===== config.mk =====
export PLATFORM = sky130hd
export DESIGN_NAME = arb_requester
export DESIGN_NICKNAME = d
export VERILOG_FILES = /design/src/rtl/arb_requester.sv
export SDC_FILE = /design/constraint.sdc
export NUM_CORES = 1
export LEC_CHECK = 0
export BUFFER_PORTS_ARGS = -buffer_cell sky130_fd_sc_hd__buf_2
export CAP_MARGIN = 20
export CORE_UTILIZATION = 45
export CTS_CLUSTER_SIZE = 28
export DETAILED_ROUTE_END_ITERATION = 7
export GPL_ROUTABILITY_DRIVEN = 0
export HOLD_SLACK_MARGIN = 0.06
export MAX_ROUTING_LAYER = met4
export PLACE_DENSITY = 0.83
export RECOVER_POWER = 100
export SLEW_MARGIN = 25
export SYNTH_ARGS = -nofsm -noshare
export SYNTH_HDL_FRONTEND = slang
export SYNTH_SLANG_ARGS = --single-unit

===== constraint.sdc =====
create_clock -name clk -period 1.8 [get_ports clk]
set_clock_uncertainty 0.2 [all_clocks]
set_input_delay 0.18 -clock clk [delete_from_list [all_inputs] [get_ports clk]]
set_output_delay 0.18 -clock clk [all_outputs]
set_load 0.005 [all_outputs]

===== src/rtl/arb_requester.sv =====
// ---------------------------------------------------------------------------
// arb_requester
// Initiator-side engine for one port of the three-port round-robin
// shared-memory arbiter. Takes single read/write commands from local logic,
// runs the four-phase req/ack handshake toward the arbiter, and returns a
// one-cycle completion pulse with status and read data.
//
// Ports
//   clk          rising-edge clock
//   reset        asynchronous, active-low reset
//   cmd_valid    command present
//   cmd_ready    command accepted when cmd_valid & cmd_ready at a rising edge
//   cmd_rdWrn    1 = read, 0 = write
//   cmd_address  command address
//   cmd_wrdata   write data
//   rsp_valid    one-cycle completion pulse
//   rsp_status   00 ok, 01 grant timeout, 10 grant revoked
//   rsp_rddata   read data; 0 for writes and errors
//   req          request to arbiter
//   ack          grant from arbiter
//   address      address to arbiter port
//   wrdata       write data to arbiter port
//   rdWrn        read/write select to arbiter port
//   rddata       read data from arbiter port
// ---------------------------------------------------------------------------
module arb_requester #(
  parameter int ADDR_WIDTH    = 12,
  parameter int DATA_WIDTH    = 8,
  parameter int TIMEOUT_WIDTH = 6,
  parameter int RD_LATENCY    = 1
) (
  input  logic                  clk,
  input  logic                  reset,
  input  logic                  cmd_valid,
  output logic                  cmd_ready,
  input  logic                  cmd_rdWrn,
  input  logic [ADDR_WIDTH-1:0] cmd_address,
  input  logic [DATA_WIDTH-1:0] cmd_wrdata,
  output logic                  rsp_valid,
  output logic [1:0]            rsp_status,
  output logic [DATA_WIDTH-1:0] rsp_rddata,
  output logic                  req,
  input  logic                  ack,
  output logic [ADDR_WIDTH-1:0] address,
  output logic [DATA_WIDTH-1:0] wrdata,
  output logic                  rdWrn,
  input  logic [DATA_WIDTH-1:0] rddata
);

  localparam int BEAT_WIDTH = (RD_LATENCY > 1) ? $clog2(RD_LATENCY) : 1;
  localparam logic [BEAT_WIDTH-1:0] LAST_BEAT = BEAT_WIDTH'(RD_LATENCY - 1);

  localparam logic [1:0] STATUS_OK      = 2'b00;
  localparam logic [1:0] STATUS_TIMEOUT = 2'b01;
  localparam logic [1:0] STATUS_REVOKED = 2'b10;

  typedef enum logic [1:0] {
    IDLE,
    REQ,
    ACCESS,
    RELEASE
  } state_t;

  state_t                   stateReg, stateNext;
  logic [TIMEOUT_WIDTH-1:0] waitCntReg, waitCntNext;
  logic [BEAT_WIDTH-1:0]    beatCntReg, beatCntNext;
  logic                     reqReg, reqNext;
  logic                     rspValidReg, rspValidNext;
  logic [1:0]               rspStatusReg, rspStatusNext;
  logic [DATA_WIDTH-1:0]    rspRddataReg, rspRddataNext;
  logic [ADDR_WIDTH-1:0]    addressReg, addressNext;
  logic [DATA_WIDTH-1:0]    wrdataReg, wrdataNext;
  logic                     rdWrnReg, rdWrnNext;

  // A stale grant from the previous transaction must be seen low before a
  // new request may start, so ack gates acceptance combinationally.
  assign cmd_ready = (stateReg == IDLE) && !ack;

  always_ff @(posedge clk or negedge reset) begin
    if (!reset) begin
      stateReg     <= IDLE;
      waitCntReg   <= '0;
      beatCntReg   <= '0;
      reqReg       <= 1'b0;
      rspValidReg  <= 1'b0;
      rspStatusReg <= STATUS_OK;
      rspRddataReg <= '0;
      addressReg   <= '0;
      wrdataReg    <= '0;
      rdWrnReg     <= 1'b1;
    end else begin
      stateReg     <= stateNext;
      waitCntReg   <= waitCntNext;
      beatCntReg   <= beatCntNext;
      reqReg       <= reqNext;
      rspValidReg  <= rspValidNext;
      rspStatusReg <= rspStatusNext;
      rspRddataReg <= rspRddataNext;
      addressReg   <= addressNext;
      wrdataReg    <= wrdataNext;
      rdWrnReg     <= rdWrnNext;
    end
  end

  always_comb begin
    stateNext     = stateReg;
    waitCntNext   = waitCntReg;
    beatCntNext   = beatCntReg;
    reqNext       = reqReg;
    rspValidNext  = 1'b0;           // completion is a single-cycle pulse
    rspStatusNext = rspStatusReg;
    rspRddataNext = rspRddataReg;
    addressNext   = addressReg;
    wrdataNext    = wrdataReg;
    rdWrnNext     = rdWrnReg;

    unique case (stateReg)
      IDLE: begin
        if (cmd_valid && cmd_ready) begin
          addressNext = cmd_address;
          wrdataNext  = cmd_wrdata;
          rdWrnNext   = cmd_rdWrn;
          reqNext     = 1'b1;
          waitCntNext = '0;
          stateNext   = REQ;
        end
      end

      REQ: begin
        // A grant on the same edge the counter expires still wins.
        if (ack) begin
          beatCntNext = '0;
          stateNext   = ACCESS;
        end else if (waitCntReg == '1) begin
          reqNext       = 1'b0;
          rspValidNext  = 1'b1;
          rspStatusNext = STATUS_TIMEOUT;
          rspRddataNext = '0;
          stateNext     = RELEASE;
        end else begin
          waitCntNext = waitCntReg + 1'b1;
        end
      end

      ACCESS: begin
        if (!ack) begin
          // Grant withdrawn before the data edge: ack is already low, so
          // there is no close-out phase to wait for.
          reqNext       = 1'b0;
          rspValidNext  = 1'b1;
          rspStatusNext = STATUS_REVOKED;
          rspRddataNext = '0;
          stateNext     = IDLE;
        end else if (beatCntReg == LAST_BEAT) begin
          reqNext       = 1'b0;
          rspValidNext  = 1'b1;
          rspStatusNext = STATUS_OK;
          rspRddataNext = rdWrnReg ? rddata : '0;
          stateNext     = RELEASE;
        end else begin
          beatCntNext = beatCntReg + 1'b1;
        end
      end

      RELEASE: begin
        if (!ack) begin
          stateNext = IDLE;
        end
      end

      default: stateNext = IDLE;
    endcase
  end

  assign req        = reqReg;
  assign rsp_valid  = rspValidReg;
  assign rsp_status = rspStatusReg;
  assign rsp_rddata = rspRddataReg;
  assign address    = addressReg;
  assign wrdata     = wrdataReg;
  assign rdWrn      = rdWrnReg;

endmodule

==> results of run 1 <==
synth_stat cells, types with 2 or more instances:
| master | number | area share [%] |
|---|---|---|
| mux2i_1 | 13 | 6.7 |
| nor2_1 | 6 | 1.2 |
| a21oi_1 | 4 | 1.0 |
| nand2b_1 | 2 | 0.65 |
| dfrtp_1 | 40 | 52 |
| and3_1 | 2 | 0.65 |
| nor2b_1 | 2 | 0.65 |
| nand3_1 | 6 | 1.5 |
| inv_1 | 15 | 2.9 |
| ha_1 | 5 | 3.2 |
| nand2_1 | 13 | 2.5 |
| a2bb2oi_1 | 2 | 0.90 |
| o31ai_1 | 2 | 0.77 |
| buf_2 | 3 | 0.77 |
| mux2_2 | 21 | 12 |
| o21a_1 | 2 | 0.77 |
| o21ai_0 | 6 | 1.5 |
final timing paths:
check / depth (start not counted) / end / startpoint / slack, ps
worst max-delay path: 7 / req$_DFFE_PN0P_ / stateReg[1]$_DFFE_PN0P_ / 5
worst min-delay path: 3 / waitCntReg[5]$_DFFE_PN0P_ / ack / 140
worst max register to register: 7 / req$_DFFE_PN0P_ / stateReg[1]$_DFFE_PN0P_ / 5
worst min register to register: 1 / address[3]$_DFFE_PN0P_ / address[3]$_DFFE_PN0P_ / 310
max in group asynchronous: 3 / rsp_rddata[7]$_DFFE_PN0P_ / reset / 300
min in group asynchronous: 2 / wrdata[6]$_DFFE_PN0P_ / reset / 180
power by group through the flow:
stage	Sequential, mW	Combinational [mW]	Clock [mW]
floorplan	1.50	0.864	0
CTS	1.45	1.76	0.732
detailed placement	1.46	1.64	0
global route	1.52	2.01	0.770
finish	1.48	1.87	0.719
global placement	1.43	1.57	0
kinds of logic after synthesis:
family,count (synthesis),share of synthesized area (%)
AOI/OAI and AO/OA,31,11.8
adders and majority gates,5,3.23
buffers and inverters,20,4.13
DFF,41,53.0
muxes,34,18.9
and+or+nand+nor,35,8.97
layout make-up:
cell class / instances / share of cell area [%]
tap: 50 / 2.17
clock buffer: 5 / 2.39
inverter: 15 / 1.95
multi-input combinational: 105 / 30.8
sequential: 41 / 35.6
clock inverter: 2 / 1.22
timing repair buffer: 113 / 25.8
state kept, by name, summed over array words and instances, names as in the netlist:
| name | flops |
|---|---|
| address | 12 |
| rdWrn | 1 |
| req | 1 |
| rsp_rddata | 8 |
| rsp_status | 2 |
| rsp_valid | 1 |
| stateReg | 2 |
| waitCntReg | 6 |
| wrdata | 8 |
critical path, delay by kind of cell (launching register included):
family | cells | cell delay [ps]
buf+inv | 3 | 450
simple gates | 1 | 80
fa+ha+maj | 1 | 170
compound gates | 1 | 160
flops | 1 | 400
mux | 1 | 240
through the flow:
stage	instance area (um2)	std cells
floorplan	1950	166
global placement	2450	290
detailed placement	2450	290
CTS	2880	327
global route	2880	331
finish	2880	331
placed cells by master, fill, tap and decap left out, drive strengths merged, types with 2 or more instances in the layout:
cell          n
a21boi        2
a21o          2
a21oi         4
a2bb2oi       2
and3          2
buf          52
clkbuf       36
dfrtp        40
dlygate4sd3  30
ha            5
inv          15
mux2         21
mux2i        13
nand2        14
nand2b        2
nand3         6
nor2          6
nor2b         2
o21a          2
o21ai         8
o31ai         2
metal layers:
metal  GRT usage [%]  wire [um]  vias to the layer above
met3            5.24        243                       13
met2            43.7       3040                       64
met5               -          0                        -
met1            28.8       2110                      860
met4            10.1        145                        0
li1                -          -                      814
timing repair:
| item | 4_1_cts | 5_1_grt |
|---|---|---|
| resized for setup | 7 | 10 |
| endpoints found under the setup margin | 21 | 18 |
| buffers inserted | 0 | 4 |
| hold buffers | 30 | 0 |
| pin swaps | 1 | 3 |
| endpoints found under the hold margin | 70 | 0 |
==> results_dict.tcl, run 1 <==
set metrics [dict create \
    p_sw_mw 1.43 \
    ios 67 \
    clk_latency_ps 300 \
    ys_types 39 \
    synth.avg_cell_area_um2 11.7 \
    grt_pass1_wl_um 8080 \
    die_h_um 67.6 \
    seqPwrFrac_pct 36.4 \
    die-area_mm2 0.00457 \
    cp_cell_sequence "inv_2, ha_4, buf_4, nand2_1, buf_12, a21boi_2, mux2i_1" \
    min_path_type "in -> reg" \
    setup_ws_ps 4.71 \
    cts_tree "done" \
    grt_pass1_vias 1687 \
    status "completed" \
    antenna_found_initial 0 \
    layout-drive-gt1-share_pct 36.7 \
    max-vdd-ir-drop_uv 936 \
    critPathSlowestCell "dfrtp_1" \
    grt.overflow.total 0 \
    cp_slowest_stage_delay_ps 400 \
    cp_max_fo 22 \
    ys_ff_latch 41 \
    syn2layout_area_growth_pct 48.7 \
    synthesis.nets 204 \
    drc 0 \
    seq_area_frac_synth_pct 53.0 \
    grt_start_max_net_pins 23 \
    hold_ws_ps 142 \
    p_total_mw 4.07 \
    cap_viol_max_count 0 \
    synthArstFlopShare_pct 100 \
    core_area_mm2 0.00406 \
    antenna_cells 0 \
    drt-initial-drc-count 131 \
    fillCellCount 280 \
    num_vias 1751 \
    finalCritPeriodShare_pct 99.7 \
    p_leak_nw 1.33 \
    clk_path_buf_depth 2 \
    worstSetupPathType "reg -> reg" \
    syn_area_mm2 0.00194 \
    seq_area_mm2 0.00103 \
    wl_per_cell_um 16.7 \
    p_comb_share_pct 45.9 \
    p_int_mw 2.64 \
    swShare_pct 35.2 \
    period_needed_ps 1800 \
    multi_input_area_um2 887 \
    cts_num_sinks 41 \
    root_buffer "clkbuf_8" \
    htree_levels 2 \
    max_freq_ghz 0.557 \
    p_clk_share_pct 17.7 \
    ys_warn_count 0 \
    drt-pass1-iter-count 4 \
    ant_nets 0 \
    synth_top_flop_cell "dfrtp_1" \
    tritoncts.num_buffers 5 \
    nets 319 \
    rows 23 \
    hold_violations 0 \
    synth_edf_count 0 \
    slew_headroom_pct 64.4 \
    tightest_slew_ps 534 \
    drv_slew 0 \
    critPathRequiredTime_ps 1810 \
    setup-violations-final 0 \
    clk_pin_slew_ps 80 \
    hpwl_um 3300 \
    grt_util_all_layers_pct 25.5 \
    portBuffers 66 \
    power_density_mw_per_mm2 1410 \
    final_core_util_pct 71.0 \
    drt-total-wl_um 5540 \
    via_per_inst 5.29 \
    critPathLaunchType "flip-flop" \
    die_w_um 67.6 \
    netlist_instances 166 \
    cp-end-kind "flip-flop" \
    initial_utilization_pct 47.8 \
    post-place-ws_ps -89.5 \
    tns_ps 0 \
    worstPathArrival_ps 1800 \
]
(Power assumes the default switching activity.)
==> run 2, diff against run 1 <==
CTS_CLUSTER_DIAMETER = 100   (was unset)
REMOVE_ABC_BUFFERS = 1   (was unset)
==> run 2 against run 1 <==
  * Global-route usage about the same
  * Fmax increased by 1.2%
  * Register-to-register slack improved by 20 ps
  * Design area increased by 3.9%
  * Sequential cell count is the same
  * Core utilization grew 2.7 points
  * Critical endpoint is now waitCntReg[5]$_DFFE_PN0P_
==> results_dict.tcl, run 2 (synthesis gave the netlist of run 1 again) <==
set metrics [dict create \
    cp-end-kind "flip-flop" \
    core_area_mm2 0.00406 \
    cp-startpoint "stateReg[0]$_DFFE_PN0P_" \
    rows 23 \
    htree_levels 2 \
    hpwl_um 3240 \
    dpl_cell_area_mm2 0.00244 \
    p_leak_nw 1.38 \
    setup-violations-final 0 \
    power_density_mw_per_mm2 1390 \
    cp_cell_sequence "inv_2, ha_4, mux2i_4, nor2_4, buf_4, buf_4, a2bb2oi_2" \
    instances_no_fill 335 \
    fillCellCount 278 \
    place_inst 292 \
    slew_headroom_pct 26.1 \
    ant_nets 0 \
    antenna_found_initial 0 \
    seq_area_mm2 0.00103 \
    tightest_slew_ps 1110 \
    clk_pin_slew_ps 80 \
    portBuffers 66 \
    r2r_slack_ps 30 \
    period_needed_ps 1770 \
    holdPathEnd "stateReg[1]$_DFFE_PN0P_" \
    initial_utilization_pct 47.8 \
    r2r.worst_path.cells 7 \
    hold_ws_ps 174 \
    largest_register_ffs 12 \
    drt-pass1-iter-count 4 \
    critPathLaunchType "flip-flop" \
    layout-drive-gt1-share_pct 39.6 \
    syn2layout_area_growth_pct 54.4 \
    root_buffer "clkbuf_8" \
    drv_slew 0 \
    num_vias 1762 \
    critPathSlowestCell "dfrtp_1" \
    holdPathStages 3 \
    grt_pass1_vias 1818 \
    tns_ps 0 \
    die_w_um 67.6 \
    critPathRequiredTime_ps 1820 \
    cts_tree "done" \
    min-delay-start "ack" \
    worstReg2RegEnd "waitCntReg[5]$_DFFE_PN0P_" \
    grt_util_all_layers_pct 25.4 \
    cts_num_sinks 41 \
    max-vdd-ir-drop_uv 812 \
    drt-total-wl_um 5050 \
    nets 322 \
    wl_per_cell_um 15.1 \
    worstSetupPathType "reg -> reg" \
    via_per_inst 5.26 \
    r2r_start "stateReg[0]$_DFFE_PN0P_" \
    max_freq_ghz 0.564 \
    cp_max_fo 7 \
    antenna_cells 0 \
    tritoncts.num_buffers 5 \
    grt.overflow.total 0 \
    finalCritPeriodShare_pct 98.5 \
    hold_violations 0 \
    ios 67 \
    final_core_util_pct 73.8 \
    grt_pass1_wl_um 8100 \
    grt_start_max_net_pins 24 \
    worstPathArrival_ps 1800 \
    multi_input_area_um2 942 \
    die_h_um 67.6 \
    drt-initial-drc-count 88 \
    min_path_type "in -> reg" \
    cap_viol_max_count 0 \
    clk_path_buf_depth 2 \
    cp_slowest_stage_delay_ps 440 \
    cp_common_cell "buf_4" \
    final_common_cell "buf_2" \
    clk_latency_ps 300 \
    status "completed" \
    die-area_mm2 0.00457 \
    fin_area_mm2 0.00299 \
    drc 0 \
    final_cell_mix "42 x buf_2, 40 x dfrtp_1, 30 x dlygate4sd3_1" \
]
==> run 2: power by group <==
group	switching (mW)	internal [mW]	leakage, nW
Clock	0.309	0.452	0.0585
Combinational	0.888	1.04	0.800
Sequential	0.203	1.27	0.519
==> run 2: worst max-delay path, delay by kind of cell, from the launching register on <==
family                     cells  cell delay [ps]
DFF                            1              440
adders and majority gates      1              200
buffers and inverters          3              380
AOI/OAI and AO/OA              1              110
muxes                          1              280
and+or+nand+nor                1               80
==> run 2: how the worst max path moves through the flow <==
stage                                endpoint  slack, ps  cells after the start
floorplan              address[0]$_DFFE_PN0P_       -150                      4
global placement    waitCntReg[3]$_DFFE_PN0P_         -3                      6
detailed placement  waitCntReg[0]$_DFFE_PN0P_       -150                      6
CTS                 waitCntReg[5]$_DFFE_PN0P_        0.6                      6
global route        waitCntReg[5]$_DFFE_PN0P_        -20                      7
finish              waitCntReg[5]$_DFFE_PN0P_         30                      7
==> run 2: what timing repair did <==
action | 4_1_cts | 5_1_grt
setup endpoints to repair | 14 | 17
pin swaps | 0 | 8
hold buffers | 30 | 0
setup buffers | 0 | 5
hold endpoints to repair | 69 | 0
cloned | 0 | 0
gates resized for setup | 3 | 23
==> run 2: cell type report <==
cell class	count	area share [%]
clock buffer	7	2.88
clock inverter	1	1.00
inverter	15	1.88
multi-input combinational	105	31.5
sequential	41	34.3
tap	50	2.09
timing repair buffer	116	26.3
==> run 2: metrics by stage <==
step	total power [mW]	setup slack, ps
after global placement	2.98	-2.88
after floorplan	2.32	-150
after detailed placement	3.07	-149
final	4.16	26.9
after CTS	3.90	0.552
after global routing	4.42	-19.3
==> run 2: metal layers <==
layer	global-route usage [%]	wire, um	vias to the layer above	share of wire (%)
li1	-	-	814	-
met1	27.3	1920	852	38
met2	45.0	2700	84	53
met3	5.41	284	12	5.6
met4	10.1	148	0	2.9
met5	-	0	-	0
==> run 3, diff against run 2 <==
ABC_AREA = 1   (was unset)
PLACE_DENSITY = 0.82   (was 0.83)
==> run 3 against run 2 <==
  * Sequential power about the same
  * Global-route usage fell by 3.8 points
  * Die area rose by 7.5%
  * Clock power fell by 16%
  * Design area shrank 1.8%
  * Non-clock buffer count shrank 10
  * Cell count rose by 6.6%
  * Power fell by 1.5%
  * Synthesized cell count rose by 18%
  * Largest power group unchanged
  * Highest routed layer unchanged
==> results_dict.tcl, run 3 <==
set metrics [dict create \
    critPathLaunchType "flip-flop" \
    crit_path_end "rsp_rddata[3]$_DFFE_PN0P_" \
    nets 342 \
    seq_area_frac_synth_pct 49.2 \
    num_vias 1771 \
    cp_max_fo 8 \
    ios 67 \
    wl_per_cell_um 14.2 \
    max-vdd-ir-drop_uv 689 \
    cts_tree "done" \
    grt_pass1_wl_um 8070 \
    ys_warn_count 0 \
    ys_types 29 \
    hpwl_um 3290 \
    r2r_start "stateReg[0]$_DFFE_PN0P_" \
    ys_ff_latch 41 \
    max_freq_ghz 0.576 \
    tritoncts.num_buffers 5 \
    rows 24 \
    synthArstFlopShare_pct 100 \
    finalCritPeriodShare_pct 96.5 \
    p_leak_nw 1.56 \
    setup-violations-final 0 \
    antenna_found_initial 0 \
    drt-total-wl_um 5060 \
    top_layer_used "met4" \
    yosys.area.top_type "dfrtp_1" \
    synth_common_cells "48 x nand2_1, 40 x dfrtp_1, 20 x mux2_4" \
    initial_utilization_pct 47.3 \
    synth_xor_area_share_pct 0.420 \
    critPathRequiredTime_ps 1780 \
    grt_pass1_vias 1712 \
    yosys-mux-area-fraction_pct 14.9 \
    dpl_cell_area_mm2 0.00250 \
    cts_num_sinks 41 \
    largest_register_ffs 12 \
    grt_util_all_layers_pct 21.7 \
    die_h_um 70.1 \
    synthAdderAreaFrac_pct 3.00 \
    worstPathArrival_ps 1720 \
    power_density_mw_per_mm2 1390 \
    worstReg2RegEnd "rsp_rddata[3]$_DFFE_PN0P_" \
    clk_path_buf_depth 2 \
    core_area_mm2 0.00441 \
    synth_edf_count 0 \
    synth_top_flop_cell "dfrtp_1" \
    p_total_mw 4.09 \
    instances_no_fill 357 \
    wl_met3_um 141 \
    clk_latency_ps 290 \
    tns_ps 0 \
    slew_headroom_pct 30.2 \
    synth.area.top_cells "dfrtp_1 48%, mux2_4 14%, nand2_1 8.6%, inv_1 3.4%, ha_1 3.0%" \
    cap_viol_max_count 0 \
    final_cell_mix "51 x buf_2, 47 x nand2_1, 39 x dfrtp_1" \
    cp-end-kind "flip-flop" \
    fin_area_mm2 0.00294 \
    tightest_slew_ps 1050 \
    yosys.area_share.simple_pct 22.0 \
    layout-drive-gt1-share_pct 36.7 \
    synth-compound-area-share_pct 3.66 \
    place_inst 318 \
    grt_start_max_net_pins 24 \
    antenna_cells 0 \
    cp-startpoint "stateReg[0]$_DFFE_PN0P_" \
    min_path_type "in -> reg" \
    wl_met1_um 2160 \
    clk_pin_slew_ps 80 \
    drv_slew 0 \
    portBuffers 66 \
    final_common_cell "buf_2" \
    die-area_mm2 0.00491 \
    synth.avg_cell_area_um2 10.6 \
    via_per_inst 4.96 \
    ant_nets 0 \
    grt.overflow.total 0 \
    drt-pass1-iter-count 4 \
    status "completed" \
    yosysMostFrequentCell "nand2_1" \
    syn2layout_area_growth_pct 40.8 \
    hold_violations 0 \
    r2r.worst_path.cells 7 \
    period_needed_ps 1740 \
    dr_wl_met2_um 2630 \
    die_w_um 70.1 \
    fillCellCount 314 \
    drt-initial-drc-count 136 \
    htree_levels 2 \
    netlist.area_leader.share_pct 48.0 \
    syn_area_mm2 0.00209 \
    rsz0062_at_grt "yes" \
    netlist_instances 196 \
    synth_top_family_by_area "simple AND/OR/NAND/NOR gates" \
    drc 0 \
    r2r_slack_ps 60 \
    root_buffer "clkbuf_8" \
    worstSetupPathType "reg -> reg" \
]
run 3: changes by cell type in the layout (fill, tap and decap cells not counted), sizes merged, moves of 4 or more:
cell,before,now
clkbuf,31,19
inv,15,19
mux2i,13,0
nand2,14,52
nand3,6,13
nand4,1,9
nor2,6,15
run 3: worst min-delay path by stage:
stage | start | endpoint | slack (ps) | cells after the start
3_3_place_gp | reset | wrdata[1]$_DFFE_PN0P_ | -50 | 1
2_1_floorplan | reset | address[0]$_DFFE_PN0P_ | -320 | 0
5_1_grt | cmd_valid | address[0]$_DFFE_PN0P_ | 100 | 3
4_1_cts | cmd_valid | address[0]$_DFFE_PN0P_ | 100 | 3
6_report | cmd_valid | address[0]$_DFFE_PN0P_ | 110 | 3
3_5_place_dp | reset | address[7]$_DFFE_PN0P_ | -40 | 1
run 3: kinds of logic after synthesis:
group | count (synthesis)
compound gates | 13
xor+xnor | 1
fa+ha+maj | 5
buf+inv | 24
flops | 41
mux | 21
simple gates | 91
run 3: timing repair:
action / CTS / global route
setup endpoints to repair: 28 / 36
endpoints found under the hold margin: 70 / 0
setup buffers: 0 / 1
hold buffers: 30 / 0
gates resized for setup: 3 / 13
pin swaps: 0 / 1
run 3: final cells by class:
class	instances	area (um2)	share of cell area (%)
tap	52	65.1	2.21
timing repair buffer	106	707	24.1
clock buffer	6	82.6	2.81
clock inverter	2	13.8	0.468
multi-input combinational	131	971	33.0
inverter	19	71.3	2.43
sequential	41	1030	35.0
run 3: where the power goes:
group / leakage, nW / switching, mW / internal (mW)
registers: 0.519 / 0.217 / 1.28
clock network: 0.0512 / 0.331 / 0.311
logic: 0.991 / 0.968 / 0.990
total: 1.56 / 1.52 / 2.58
run 3: metal layers:
metal / up-vias / global-route usage (%)
met2: 59 / 35.1
met1: 847 / 27.3
met5: - / -
met4: 0 / 8.67
met3: 13 / 3.32
li1: 852 / -
run 3: worst max-delay path, cell delays in order (launching register included):
cell and delay (ps):
dfrtp_2 430, buf_4 150, ha_4 200, inv_1 180
nand2_2 110, buf_4 170, nand4_1 110, nand2_1 70
run 3: through the flow:
step	hold WS (ps)	setup slack [ps]	util [%]
2_1_floorplan	-316	-25.9	-
3_3_place_gp	-45.2	22.9	56.7
4_1_cts	102	23.9	65.9
5_1_grt	104	-13.3	66.6
6_report	111	63.1	66.6
3_5_place_dp	-36.5	-50.5	56.7
